==> src/rtl/alu_result_stage.sv <==
// rtl/alu_result_stage.sv - EX-stage result buffer with two-entry skid, flush and Z/V/N flag register.
// Optional FLAG_BYPASS_EN: drive flags combinationally with the value written on an accept cycle.
module alu_result_stage #(
   parameter int WIDTH = 16,
   parameter int TAGW  = 4
) (
   input  logic             clk,
   input  logic             rst,
   input  logic             in_valid,
   output logic             in_ready,
   input  logic [WIDTH-1:0] in_result,
   input  logic             in_ovf,
   input  logic [1:0]       in_fmode,
   input  logic [TAGW-1:0]  in_tag,
   input  logic             flush,
   output logic             out_valid,
   input  logic             out_ready,
   output logic [WIDTH-1:0] out_result,
   output logic [TAGW-1:0]  out_tag,
   output logic [2:0]       flags
);

   logic             main_valid;
   logic             skid_valid;
   logic [WIDTH-1:0] main_result;
   logic [WIDTH-1:0] skid_result;
   logic [TAGW-1:0]  main_tag;
   logic [TAGW-1:0]  skid_tag;
   logic [2:0]       flag_reg;
   logic [2:0]       flag_next;
   logic             acc;
   logic             drain;
   logic             zero;

   // in_ready comes straight from a flop, so out_ready never reaches it combinationally
   assign in_ready   = ~skid_valid;
   assign out_valid  = main_valid;
   assign out_result = main_result;
   assign out_tag    = main_tag;

   assign acc   = in_valid & in_ready & ~flush;
   assign drain = main_valid & out_ready;
   assign zero  = (in_result == '0);

   always_comb begin
      flag_next = flag_reg;
      case (in_fmode)
         2'b10:   flag_next = {zero, in_ovf, in_result[WIDTH-1]};
         2'b01:   flag_next[2] = zero;
         default: flag_next = flag_reg;
      endcase
   end

`ifdef FLAG_BYPASS_EN
   assign flags = acc ? flag_next : flag_reg;
`else
   assign flags = flag_reg;
`endif

   always_ff @(posedge clk or posedge rst) begin
      if (rst) begin
         flag_reg <= 3'b000;
      end else if (acc) begin
         flag_reg <= flag_next;
      end
   end

   always_ff @(posedge clk or posedge rst) begin
      if (rst) begin
         main_valid  <= 1'b0;
         skid_valid  <= 1'b0;
         main_result <= '0;
         skid_result <= '0;
         main_tag    <= '0;
         skid_tag    <= '0;
      end else if (flush) begin
         main_valid <= 1'b0;
         skid_valid <= 1'b0;
      end else if (drain && skid_valid) begin
         main_result <= skid_result;
         main_tag    <= skid_tag;
         skid_valid  <= 1'b0;
      end else if (drain) begin
         main_valid <= acc;
         if (acc) begin
            main_result <= in_result;
            main_tag    <= in_tag;
         end
      end else if (acc && main_valid) begin
         skid_valid  <= 1'b1;
         skid_result <= in_result;
         skid_tag    <= in_tag;
      end else if (acc) begin
         main_valid  <= 1'b1;
         main_result <= in_result;
         main_tag    <= in_tag;
      end
   end

endmodule

==> config.mk <==
export PLATFORM = sky130hd
export DESIGN_NAME = alu_result_stage
export DESIGN_NICKNAME = d
export VERILOG_FILES = /design/src/rtl/alu_result_stage.sv
export SDC_FILE = /design/constraint.sdc
export NUM_CORES = 1
export LEC_CHECK = 0
export CAP_MARGIN = 20
export CORE_ASPECT_RATIO = 0.75
export CORE_UTILIZATION = 46
export CTS_BUF_LIST = sky130_fd_sc_hd__clkbuf_4
export CTS_CLUSTER_DIAMETER = 120
export DETAILED_ROUTE_END_ITERATION = 6
export PLACE_DENSITY = 0.82
export SKIP_LAST_GASP = 1
export SLEW_MARGIN = 0
export SYNTH_ARGS = -nofsm -noshare
export SYNTH_HDL_FRONTEND = slang
export SYNTH_SLANG_ARGS = --single-unit
==> constraint.sdc <==
create_clock -name clk -period 5.05 [get_ports clk]
set_clock_uncertainty 0.1 [all_clocks]
set_input_delay 1.515 -clock clk [delete_from_list [all_inputs] [get_ports clk]]
set_output_delay 1.515 -clock clk [all_outputs]
set_load 0.005 [all_outputs]
==> results of run 1 <==
## cells by family after synthesis
| logic type | synth area share (%) |
|---|---|
| fa+ha+maj | 0.573 |
| mux | 38.7 |
| buf+inv | 3.38 |
| compound gates | 2.12 |
| flops | 51.6 |
| simple gates | 3.67 |
## registers in the layout (all words and copies together), names as in the netlist
name	cells
flags	3
out_tag	4
out_result	16
skid_result	16
skid_valid	1
out_valid	1
skid_tag	4
## worst max-delay path, cell delays in order
cell,delay [ns]
clkdlybuf4s50_1,0.52
nor2b_1,0.10
a211oi_4,0.66
buf_4,0.38
mux2_4,0.33
## layout make-up
class                      count  share of cell area (%)
sequential                    45                    40.4
inverter                       5                   0.674
tap                           57                    2.56
clock inverter                 1                   0.135
clock buffer                   6                    1.62
multi-input combinational     81                    35.6
timing repair buffer          53                    19.0
## per-stage QoR
stage	area, um2	utilization, %
floorplan	2180	-
global placement	2740	60.5
detailed placement	2740	60.5
CTS	2780	61.6
global route	2780	61.6
finish	2780	61.6
## layout by cell type, fill, tap and decap left out
cell | netlist | layout
clkdlybuf4s50_1 | 0 | 52
dfrtp_1 | 45 | 45
mux2_4 | 39 | 39
mux2_1 | 19 | 19
clkbuf_4 | 0 | 6
inv_1 | 5 | 4
mux2_2 | 4 | 4
nor4_1 | 4 | 4
nand2_1 | 3 | 3
nor3b_2 | 1 | 1
nor2b_1 | 1 | 1
nand3_2 | 1 | 1
a211oi_1 | 1 | 1
nand2b_2 | 1 | 1
a211oi_4 | 0 | 1
inv_2 | 0 | 1
nand4_1 | 1 | 1
o31ai_1 | 1 | 1
o41ai_1 | 1 | 1
o21ai_0 | 1 | 1
a21oi_1 | 1 | 1
ha_1 | 1 | 1
clkinv_1 | 0 | 1
buf_4 | 0 | 1
## power groups by stage
| stage | registers (uW) | logic, uW | clock network (uW) |
|---|---|---|---|
| 2_1_floorplan | 482 | 113 | 0 |
| 3_3_place_gp | 485 | 221 | 0 |
| 3_5_place_dp | 492 | 232 | 0 |
| 4_1_cts | 485 | 232 | 169 |
| 5_1_grt | 496 | 247 | 185 |
| 6_report | 485 | 228 | 160 |
## final timing paths
kind / cells after the start / to / startpoint
worst max-delay path: 5 / out_result[0]$_DFFE_PP0P_ / out_ready
worst min-delay path: 1 / skid_result[3]$_DFFE_PP0P_ / skid_result[3]$_DFFE_PP0P_
worst max register to register: 4 / out_result[0]$_DFFE_PP0P_ / skid_valid$_DFFE_PP0P_
worst min register to register: 1 / skid_result[3]$_DFFE_PP0P_ / skid_result[3]$_DFFE_PP0P_
max in group asynchronous: 2 / skid_valid$_DFFE_PP0P_ / rst
min in group asynchronous: 2 / skid_result[10]$_DFFE_PP0P_ / rst
## routing by layer
layer	up-vias	part of all wire (%)	track usage (%)
met3	9	4.9	4.00
met5	-	0	0
met4	0	1.8	8.67
met2	44	50	32.6
met1	656	44	23.6
li1	604	-	-
==> summary.md, run 1 <==
| Metric | Value |
|---|---|
| Worst IR Drop VDD | 0.188 mV |
| Multi-input logic area | 991 um2 |
| Share of cells above drive strength 1 | around 29% |
| GP Congestion | 0.717 |
| Register area | 0.00113 mm2 |
| Post-synth EDFFs | 0 |
| Total grt overflow | 0 |
| Power Total | a little under 900 uW |
| Core ar. | 0.00452 mm2 |
| PwrDens | 313 mW/mm2 |
| Post-synth top area cell | dfrtp_1 |
| Main area contributors after synthesis | dfrtp_1, mux2_4, mux2_1, buf_6, mux2_2 |
| Total GRT Usage | 19.1% |
| WP data arrival | 3.52 ns |
| Async SR Flop Fraction | 100% |
| Final setup viols | 0 |
| Hold WC Path Type | reg -> reg |
| Unrepaired setup endpoints after global routing | false |
| First-pass GRT wire length | 6.77 mm |
| Final Max Tran Viols | 0 |
| CP Class | in -> reg |
| Worst hold slack | between 0.4 and 0.5 ns |
| Fin crit share | 66.9% |
| Normalized max-slew margin | 37.0% |
| Setup Buffers After CTS | 0 |
| Dominant cell by count in the synthesized netlist | dfrtp_1 |
| TritonCTS clock tree | yes |
| Min Tclk post-route | 3.38 ns |
| Ant. Diodes | 0 |
| Nature of the critical path startpoint | input port |
| Count of different cell masters after synthesis | 21 |
| Horiz. Die Dim | 81.6 um |
| Register area share after synthesis | about half |
| Critical Path Fanout Max | 11 |
| Top-area cell type share of the netlist area | 51.6% |
| CTS Hold Buffers Added | 0 |
| Vias in the first global route | 1,388 |
| Sw Share | 24.8% |
| Fmax | just under 300 MHz |
| Comb pwr share | 26.1% |
| Number of I/O port buffers | between 50 and 60 |
| Clock transition at path regs | about 0.11 ns |
| Clock root buffer | clkbuf_4 |
| Placement Setup Slack | around 1.3 ns |
| Nets@finish | 220 |
| CP endpoint kind | register |
| Int Pwr | 656 uW |
| Ports | 53 |
| Slew @ Worst Pin | 0.943 ns |
| Post-DP HPWL | around 3.2 mm |
| Via count | between 1,000 and 1,500 |
| Cell Count, Final, Fillers Out | 248 |
| FP Rows | 21 |
| Syn Nets | 166 |
| Post-Syn Instances | ~140 |
| First-pass detailed-route iteration total | 4 |
| DIE HEIGHT | 61.7 um |
| P_leak | 0.00128 uW |
| Syn Area/Cell | 15.9 um2 |
| Synth Warn # | 0 |
| Reg2reg setup slack | 2.73 ns |
| Worst skew pair latency | 0.35 ns |
| Synth top cells by count | dfrtp_1, mux2_4, mux2_1 |
| # DRC | 0 |
| Clock Power Share | 18.3% |
| Syn-to-layout area delta | 27.5% |
| Routed WL | 4.32 mm |
| Post-CTS sizing | 0 |
| Sequential share of power | a little under three fifths |
| H-tree depth | 2 |
| Fillers | 359 |
| TNS Setup | 0 ns |
| CTS Buffer Depth | 2 |
| Placed cells | 241 |
| Cts bufs inserted | 5 |
| Status | finished clean |
| Final Hold Viols | 0 |
| Initial Util | slightly below 50% |
| Max-Cap Viols | 0 |
| Worst setup margin | 1.67 ns |
| Largest net degree at the start of global routing | 46 |
| Seq cells post-synth | 45 |
| Mapped cell area | about 0.0022 mm2 |
| CTS Sinks | 45 |
| DRT iter0 DRCs | 25 |
| Drt via density | 5.29 |
| Primary FF master, synth | dfrtp_1 |
| Die area | 0.00503 mm2 |
| Initial antenna violation count | 0 |
| NetSw | approximately 220 uW |
| Wire per inst | 17.4 um |
| DRT antenna net count | 0 |
| Required time worst endpoint | 5.19 ns |
(Power assumes the default switching activity.)
==> inputs of run 2 (changes only) <==
Clock period 5.05 ns to 3.3 ns, I/O delays scaled along.
==> summary.md, run 2 (synthesis results as in run 1) <==
| Metric | Value |
|---|---|
| Status | finished clean |
| P_leak | 0.00130 uW (+1.8%) |
| Largest net degree at the start of global routing | 46 (unchanged) |
| R2R depth | 4 (unchanged) |
| Nets@finish | 222 (+0.91%) |
| CTS Hold Buffers Added | 0 (unchanged) |
| GP Congestion | 0.737 (+2.9%) |
| Final Max Tran Viols | 0 (unchanged) |
| CTS Buffer Depth | 2 (unchanged) |
| CTS Sinks | 45 (unchanged) |
| Initial Util | 48.3% (unchanged) |
| Fin crit share | 78.0% |
| Hold WC Path Type | reg -> reg |
| Layout Utilization | 62.5% (+0.86 points) |
| Worst Hold Launch | skid_result[7]$_DFFE_PP0P_ |
| WHS Path Cells | 1 (unchanged) |
| Sink of the worst hold path | skid_result[7]$_DFFE_PP0P_ |
| Slew @ Worst Pin | 0.887 ns (-0.0566 ns) |
| CP endpoint kind | register |
| Most common cell after layout, fill and taps aside | clkdlybuf4s50_1 |
| Total GRT Usage | 18.5% (-0.56 points) |
| Nature of the critical path startpoint | input port |
| Drt via density | 5.28 (-0.22%) |
| PwrDens | 481 mW/mm2 (+54%) |
| Worst skew pair latency | 0.35 ns (about the same) |
| Required time worst endpoint | 3.45 ns (-1.74 ns) |
| Most frequent cells in the layout | clkdlybuf4s50_1, dfrtp_1, mux2_4 |
| Ant. Diodes | 0 (unchanged) |
| First-pass detailed-route iteration total | 3 (-1) |
| First-pass GRT wire length | 6.57 mm (-3.0%) |
| Power Total | 1360 uW (+56%) |
| RR Startpoint | skid_valid$_DFFE_PP0P_ |
| Via count | 1,326 (+0.99%) |
| Post-CTS sizing | 0 (unchanged) |
| Horiz. Die Dim | 81.6 um (unchanged) |
| Reg2reg setup slack | 1.42 ns (-1.31 ns) |
| Cell Count, Final, Fillers Out | 251 (+1.2%) |
| Core ar. | 0.00452 mm2 (unchanged) |
| Cts bufs inserted | 5 (unchanged) |
| Unrepaired setup endpoints after global routing | false |
| H-tree depth | 2 (unchanged) |
| Max-Cap Viols | 0 (unchanged) |
| Post-DP HPWL | 2.94 mm (-7.0%) |
| Final setup viols | 0 (unchanged) |
| DIE HEIGHT | 61.7 um (unchanged) |
| Fmax | 388 MHz |
| Worst IR Drop VDD | 0.261 mV (+39%) |
| Normalized max-slew margin | 40.8% (+3.8 points) |
| Routed WL | 4.03 mm (-6.8%) |
| Syn-to-layout area delta | 29.3% |
| Share of cells above drive strength 1 | 30.4% (+1.6 points) |
| Placed cells | 243 (+0.83%) |
| Critical Path Fanout Max | 11 (unchanged) |
| Total grt overflow | 0 (unchanged) |
| FP Rows | 21 (unchanged) |
| Min Tclk post-route | 2.57 ns |
| CP Class | in -> reg |
| Fillers | 352 (-1.9%) |
| WP data arrival | 2.72 ns (-0.80 ns) |
| Setup Buffers After CTS | 0 (unchanged) |
| Clock root buffer | clkbuf_4 |
| Die area | 0.00503 mm2 (unchanged) |
| Vias in the first global route | 1,388 (unchanged) |
| Wire per inst | 16.0 um (-7.9%) |
| Number of I/O port buffers | 52 (unchanged) |
| Initial antenna violation count | 0 (unchanged) |
| Ports | 53 (unchanged) |
| TNS Setup | 0 ns (unchanged) |
| Clock transition at path regs | 0.12 ns (about the same) |
| # DRC | 0 (unchanged) |
| DRT iter0 DRCs | 61 (+140%) |
| Final Hold Viols | 0 (unchanged) |
| Reg2reg end | out_result[8]$_DFFE_PP0P_ |
| Worst hold slack | 0.407 ns (+0.000986 ns) |
| TritonCTS clock tree | yes |
| DRT antenna net count | 0 (unchanged) |
-- run 2: cell count changes in the layout (fill, tap and decap cells not counted) --
cell and change:
clkinv_1 -1, buf_4 +1, buf_12 +1, clkbuf_4 +2
-- run 2: worst max path at each step --
| stage | end | from | slack [ns] | depth (start not counted) |
|---|---|---|---|---|
| after floorplan | flags[0]$_DFFE_PP0P_ | rst | 1.15 | 1 |
| after global placement | out_result[2]$_DFFE_PP0P_ | out_ready | 0.39 | 5 |
| after detailed placement | out_result[8]$_DFFE_PP0P_ | out_ready | 0.35 | 5 |
| after CTS | out_result[8]$_DFFE_PP0P_ | out_ready | 0.74 | 5 |
| after global routing | out_tag[3]$_DFFE_PP0P_ | out_ready | 0.68 | 5 |
| final | out_result[8]$_DFFE_PP0P_ | out_ready | 0.73 | 5 |
-- run 2: through the flow --
step / area (um2) / setup WS, ns
finish: 2820 / 0.725
global route: 2820 / 0.681
CTS: 2820 / 0.735
detailed placement: 2760 / 0.350
global placement: 2760 / 0.388
floorplan: 2180 / 1.15
-- run 2: layer usage --
metal	vias to the layer above	wire, um	global-route usage, %
met5	-	0	0
met4	0	87	9.18
met3	10	184	4.30
met2	36	2000	31.2
li1	604	-	-
met1	676	1750	22.7
-- run 2: critical path: stages --
cell             delay (ns)
clkdlybuf4s50_1        0.53
nand3_2                0.35
buf_12                 0.29
mux2_4                 0.30
mux2_4                 0.25
-- run 2: cell type report --
type	instances	area, um2	area share [%]
Tap cell	57	71.3	2.53
Sequential cell	45	1130	39.9
Multi-Input combinational cell	81	991	35.1
Clock buffer	8	60.1	2.13
Inverter	5	18.8	0.665
Timing Repair Buffer	55	556	19.7
-- run 2: where the power goes --
group | switching, uW | leakage, uW | internal, uW | total, uW
Clock | 163 | 0.0000368 | 110 | 273
Combinational | 99.3 | 0.000720 | 248 | 347
Sequential | 68.6 | 0.000545 | 670 | 739
Total | 331 | 0.00130 | 1030 | 1360
